### src/rtl/sensor_hub_pkg.sv
// Shared register-map definitions for the MMIO beam-break sensor hub.
// The level register sits directly after the last per-channel counter.
package sensor_hub_pkg;

    typedef logic [3:0] regOffset_t;

    localparam regOffset_t OFF_PENDING = 4'd0;
    localparam regOffset_t OFF_COUNT0  = 4'd1;

    function automatic regOffset_t levelOffset(input int numCh);
        return regOffset_t'(numCh + 1);
    endfunction

endpackage

### src/rtl/sensor_debounce.sv
// One sensor channel: two-flop synchroniser, stability counter and debounced level.
// o_rise fires combinationally in the cycle whose closing edge takes the level 0->1.
module sensor_debounce #(
    parameter int DEBOUNCE_CYCLES = 30000,
    parameter bit ACTIVE_LOW      = 1'b1
) (
    input  logic i_clock,
    input  logic i_reset,
    input  logic i_sensor,
    output logic o_level,
    output logic o_rise
);

    localparam int CW = $clog2(DEBOUNCE_CYCLES);
    localparam logic [CW-1:0] LAST_COUNT = CW'(DEBOUNCE_CYCLES - 1);

    logic          r_sync1;
    logic          r_sync2;
    logic          r_level;
    logic [CW-1:0] r_debounceCnt;
    logic          w_sample;
    logic          w_differs;
    logic          w_expire;

    // Reset loads the beam-intact pin value so no phantom edge follows reset
    always_ff @(posedge i_clock or posedge i_reset) begin
        if (i_reset) begin
            r_sync1 <= ACTIVE_LOW;
            r_sync2 <= ACTIVE_LOW;
        end else begin
            r_sync1 <= i_sensor;
            r_sync2 <= r_sync1;
        end
    end

    assign w_sample  = r_sync2 ^ ACTIVE_LOW;
    assign w_differs = (w_sample != r_level);
    assign w_expire  = w_differs && (r_debounceCnt == LAST_COUNT);

    always_ff @(posedge i_clock or posedge i_reset) begin
        if (i_reset) begin
            r_level       <= 1'b0;
            r_debounceCnt <= '0;
        end else if (!w_differs) begin
            r_debounceCnt <= '0;
        end else if (w_expire) begin
            r_level       <= w_sample;
            r_debounceCnt <= '0;
        end else begin
            r_debounceCnt <= r_debounceCnt + CW'(1);
        end
    end

    assign o_level = r_level;
    assign o_rise  = w_expire && w_sample;

endmodule

### src/rtl/mmio_sensor_hub.sv
// MMIO hub for beam-break coin sensors: debounced levels, W1C pending events
// and saturating per-channel event counters in a 16-word register window.
module mmio_sensor_hub
    import sensor_hub_pkg::*;
#(
    parameter int          NUM_CH          = 4,
    parameter int          DEBOUNCE_CYCLES = 30000,
    parameter int          CNT_W           = 16,
    parameter logic [11:0] BASE_ADDR       = 12'h000,
    parameter bit          ACTIVE_LOW      = 1'b1
) (
    input  logic              i_clock,
    input  logic              i_reset,
    input  logic [NUM_CH-1:0] i_sensor_in,
    input  logic [11:0]       i_addr,
    input  logic              i_wren,
    input  logic [31:0]       i_data_in,
    output logic [31:0]       o_rd_data,
    output logic              o_rd_hit,
    output logic              o_irq_pending,
    output logic [NUM_CH-1:0] o_level
);

    localparam regOffset_t LEVEL_OFF = levelOffset(NUM_CH);
    localparam logic [CNT_W-1:0] CNT_MAX = {CNT_W{1'b1}};

    logic [NUM_CH-1:0] w_level;
    logic [NUM_CH-1:0] w_rise;
    logic [NUM_CH-1:0] r_pending;
    logic [NUM_CH-1:0] w_clearMask;
    logic [CNT_W-1:0]  r_count     [NUM_CH];
    logic [CNT_W-1:0]  w_countBase [NUM_CH];
    logic              w_hit;
    logic              w_write;
    regOffset_t        w_offset;
    logic [31:0]       w_rdData;
    logic              w_unused;

    for (genvar gi = 0; gi < NUM_CH; gi++) begin : g_channel
        sensor_debounce #(
            .DEBOUNCE_CYCLES (DEBOUNCE_CYCLES),
            .ACTIVE_LOW      (ACTIVE_LOW)
        ) u_debounce (
            .i_clock  (i_clock),
            .i_reset  (i_reset),
            .i_sensor (i_sensor_in[gi]),
            .o_level  (w_level[gi]),
            .o_rise   (w_rise[gi])
        );
    end

    assign w_offset = i_addr[3:0];
    assign w_hit    = (i_addr[11:4] == BASE_ADDR[11:4]);
    assign w_write  = i_wren && w_hit;
    assign w_unused = ^i_data_in;

    assign w_clearMask = (w_write && (w_offset == OFF_PENDING)) ? i_data_in[NUM_CH-1:0] : '0;

    // A new event always beats a simultaneous W1C on the same channel
    always_ff @(posedge i_clock or posedge i_reset) begin
        if (i_reset) begin
            r_pending <= '0;
        end else begin
            r_pending <= w_rise | (r_pending & ~w_clearMask);
        end
    end

    // A software load and an event on the same edge combine as load-then-increment
    always_comb begin
        for (int i = 0; i < NUM_CH; i++) begin
            w_countBase[i] = r_count[i];
            if (w_write && (w_offset == regOffset_t'(int'(OFF_COUNT0) + i))) begin
                w_countBase[i] = i_data_in[CNT_W-1:0];
            end
        end
    end

    always_ff @(posedge i_clock or posedge i_reset) begin
        if (i_reset) begin
            for (int i = 0; i < NUM_CH; i++) begin
                r_count[i] <= '0;
            end
        end else begin
            for (int i = 0; i < NUM_CH; i++) begin
                if (w_rise[i] && (w_countBase[i] != CNT_MAX)) begin
                    r_count[i] <= w_countBase[i] + CNT_W'(1);
                end else begin
                    r_count[i] <= w_countBase[i];
                end
            end
        end
    end

    always_comb begin
        w_rdData = '0;
        if (w_hit) begin
            if (w_offset == OFF_PENDING) begin
                w_rdData = 32'(r_pending);
            end else if (w_offset == LEVEL_OFF) begin
                w_rdData = 32'(w_level);
            end
            for (int i = 0; i < NUM_CH; i++) begin
                if (w_offset == regOffset_t'(int'(OFF_COUNT0) + i)) begin
                    w_rdData = 32'(r_count[i]);
                end
            end
        end
    end

    assign o_rd_data     = w_rdData;
    assign o_rd_hit      = w_hit;
    assign o_irq_pending = |r_pending;
    assign o_level       = w_level;

endmodule
### config.mk
export PLATFORM = sky130hd
export DESIGN_NAME = mmio_sensor_hub
export DESIGN_NICKNAME = d
export VERILOG_FILES = /design/src/rtl/sensor_hub_pkg.sv /design/src/rtl/sensor_debounce.sv /design/src/rtl/mmio_sensor_hub.sv
export SDC_FILE = /design/constraint.sdc
export NUM_CORES = 1
export LEC_CHECK = 0
export ABC_AREA = 1
export CAP_MARGIN = 20
export CORE_ASPECT_RATIO = 0.9
export CORE_MARGIN = 2
export CORE_UTILIZATION = 53
export CTS_BUF_LIST = sky130_fd_sc_hd__clkbuf_16
export DETAILED_ROUTE_END_ITERATION = 6
export MAX_ROUTING_LAYER = met4
export PLACE_DENSITY = 0.79
export SYNTH_ARGS = -nofsm -noshare
export SYNTH_HDL_FRONTEND = slang
export SYNTH_SLANG_ARGS = --single-unit
### constraint.sdc
create_clock -name i_clock -period 4.8 [get_ports i_clock]
set_clock_uncertainty 0.05 [all_clocks]
set_input_delay 0.96 -clock i_clock [delete_from_list [all_inputs] [get_ports i_clock]]
set_output_delay 0.96 -clock i_clock [all_outputs]
set_load 0.02 [all_outputs]
==> impl_metrics.yaml, run 1 <==
clocking:
  cts_resized: 0
  cts.clk_slew.worst_paths_ns: 0.06
  cts_setup_buffers: 0
  cts.sinks: 140
  cts-htree-levels: 4
  clk_latency_ns: 0.43
  cts_max_path_buffers: 2
  tritoncts: "done"
  cts_buffers: 17
  clockRootBuffer: "clkbuf_16"
  hold_buffers: 0
global_routing:
  grt_max_degree: 93
  track_usage_pct: 30.6
  gr-total-overflow: 0
  grt_pass1_vias: 9104
  antenna_found_initial: 0
  grt_pass1_wl_um: 47100
route:
  drt-total-wl_um: 29300
  first_pass_iters: 6
  drc: 0
  vias: 10200
  wl_per_cell_um: 16.2
  drtIter0Drc: 1225
  antenna_left: 0
  viasPerCell: 5.67
run_status:
  status: "completed"
synth:
  syn_area_per_cell_um2: 6.65
  ys.flop_type: "dfrtp_1"
  synth_adder_area_share_pct: 0.498
  synth_cell_type_count: 40
  synth-edff-count: 0
  yosys.area_share.simple_pct: 43.6
  ys_seq_area_share_pct: 35.0
  yosys.area_share.xor_xnor_pct: 3.49
  synth_top_family_by_area: "simple AND/OR/NAND/NOR gates"
  async_flop_share_pct: 100
  syn_area_mm2: 0.0100
  ys_ff_latch: 140
  synth.mux.area_fraction_pct: 0
  synth_compound_area_share_pct: 5.89
  syn-instance-count: 1510
  yosys_warnings: 0
placement:
  place_ws_ns: 0.487
  port-buffer-count: 56
  place_congestion: 1.00
  hpwl_um: 21500
  place_area_mm2: 0.0106
sta:
  finalHoldViolCount: 0
  timing.final.max_slew_violations: 0
  setup_slack_ns: 0.492
  fmax_ghz: 0.232
  max_slew_margin_pct: 43.8
  tightest_slew_ns: 0.843
  setup_tns_ns: 0
  finalCriticalPeriod_ns: 4.31
  setup_viol: 0
  fin_crit_sh_pct: 89.7
  rsz0062_at_grt: "false"
critical_path:
  cpMaxStageDelayCell: "clkdlybuf4s50_1"
  crit_family: "buffers and inverters"
  startpoint_type: "primary input"
  path_max_fanout: 9
  max_stage_delay_ns: 0.58
  path_cells: "clkdlybuf4s50_1, inv_1, nand2_1, nor2_2, inv_1, o21ai_0, a221oi_1, nor2_1, clkdlybuf4s50_1"
  cp_num_buf_inv: 4
  arrival_ns: 3.30
  worstSetupPathType: "in -> out"
  critPathRequiredTime_ns: 3.79
  critPathCaptureType: "output pin"
power_and_ir_drop:
  power.density_mw_per_mm2: 250
  power_leakage_nw: 5.36
  ir_worst_vdd_v: 0.000197
die:
  dieHeight_um: 135
  die_area_mm2: 0.0201
  start_util_pct: 54.4
  die_w_um: 149
  coreArea_mm2: 0.0185
  top_level_ports: 89
  fp-row-count: 47
job:
  max_cap_viol_count: 0
final_layout:
  area_growth_pct: 11.8
  fin_area_mm2: 0.0112
  layout-drive-gt1-share_pct: 6.92
  layout.nets: 1603
  fillers: 1751
  diodes: 0
min_path:
  min_path_type: "reg -> reg"
logic make-up after synthesis:
group	after synthesis
AOI/OAI and AO/OA	96
xor gates and xnor gates	40
adders and majority gates	4
buffers and inverters	247
DFF	140
other	1
and+or+nand+nor	982
worst reg2reg max path: stages, from the launching register on:
cell,delay (ns)
dfrtp_1,0.47
xnor2_1,0.38
inv_1,0.15
nor2_1,0.15
inv_1,0.07
nor2_1,0.16
inv_1,0.13
nor2_1,0.60
nand2_1,0.11
nand2_1,0.10
per-layer routing:
| metal | share of wire, % | up-vias | global-route usage (%) | wire [um] |
|---|---|---|---|---|
| met5 | 0 | - | - | 0 |
| met4 | 3.3 | 0 | 10.8 | 981 |
| met3 | 10 | 86 | 5.47 | 2990 |
| met2 | 43 | 507 | 43.3 | 12500 |
| met1 | 44 | 4704 | 44.1 | 12800 |
| li1 | - | 4941 | - | - |
cell usage in the layout (no fill, tap or decap), types with 17 or more instances in the layout:
master	netlist	layout
a21oi_1	25	25
a221oi_1	17	17
clkbuf_16	0	17
clkdlybuf4s50_1	0	55
dfrtp_1	132	132
inv_1	179	180
nand2_1	532	532
nand3_1	66	66
nand4_1	124	124
nor2_1	148	148
nor3_1	44	44
o21ai_0	37	37
xnor2_1	23	23
xor2_1	17	17
final timing paths:
path | from | to | slack, ns | cells past startpoint
setup / recovery | i_addr[1] | o_rd_data[10] | 0.49 | 9
hold / removal | g_channel[0].u_debounce.r_sync1$_DFF_PP1_ | g_channel[0].u_debounce.r_sync2$_DFF_PP1_ | 0.30 | 0
setup reg to reg | g_channel[0].u_debounce.o_level$_DFFE_PP0P_ | r_count[59]$_DFF_PP0_ | 2.37 | 9
hold reg to reg | g_channel[0].u_debounce.r_sync1$_DFF_PP1_ | g_channel[0].u_debounce.r_sync2$_DFF_PP1_ | 0.30 | 0
max in group asynchronous | i_reset | g_channel[2].u_debounce.r_sync2$_DFF_PP1_ | 2.76 | 3
min in group asynchronous | i_reset | g_channel[3].u_debounce.r_debounceCnt[8]$_DFF_PP0_ | 1.03 | 2
power breakdown:
group,leakage (nW),internal (mW),switching (mW)
Clock,0.307,0.870,0.547
Combinational,3.23,0.0526,0.126
Sequential,1.82,1.20,0.0109
synth_stat cells (6+ instances only):
master / instances / area share (%)
a21oi_1: 25 / 1.2
a221oi_1: 17 / 1.5
buf_2: 19 / 0.95
buf_4: 24 / 1.8
buf_6: 14 / 1.6
clkbuf_1: 8 / 0.30
dfrtp_1: 132 / 33
dfstp_2: 8 / 2.1
inv_1: 179 / 6.7
nand2_1: 532 / 20
nand2_2: 16 / 1.0
nand3_1: 66 / 3.3
nand3b_1: 6 / 0.45
nand4_1: 124 / 7.7
nor2_1: 148 / 5.5
nor2_2: 11 / 0.69
nor3_1: 44 / 2.2
nor4_1: 8 / 0.50
o21ai_0: 37 / 1.8
or2_2: 10 / 0.62
xnor2_1: 23 / 2.0
xor2_1: 17 / 1.5
flip-flops by register name (all words and copies together) (netlist names):
signal	count
r_pending	4
g_channel.u_debounce.r_debounceCnt	60
r_count	64
g_channel.u_debounce.r_sync2	4
g_channel.u_debounce.r_sync1	4
g_channel.u_debounce.o_level	4
cell type report:
cell class,instances,area [um^2],area share (%)
clock buffer,17,425,3.79
clock inverter,15,196,1.75
inverter,180,681,6.06
multi-input combinational,1138,5430,48.3
sequential,140,3510,31.3
tap,245,307,2.73
timing repair buffer,71,681,6.06
through the flow:
step / cells / util [%] / hold slack (ns) / power (mW)
floorplan: 1525 / - / 0.295 / 1.34
global placement: 1774 / 57.5 / 0.296 / 1.40
detailed placement: 1774 / 57.5 / 0.297 / 1.40
CTS: 1806 / 60.8 / 0.306 / 2.81
global route: 1806 / 60.8 / 0.310 / 2.89
finish: 1806 / 60.8 / 0.301 / 2.80
No activity file was read; power rests on OpenSTA's default activity.
==> inputs of run 2 (changes only) <==
--- a/config.mk
+++ b/config.mk
@@ -17,3 +17,4 @@
 export SYNTH_ARGS = -nofsm -noshare
 export SYNTH_HDL_FRONTEND = slang
 export SYNTH_SLANG_ARGS = --single-unit
+export TNS_END_PERCENT = 10
==> results of run 2 <==
The final DEF is identical to that of run 1; final timing and power are the same.
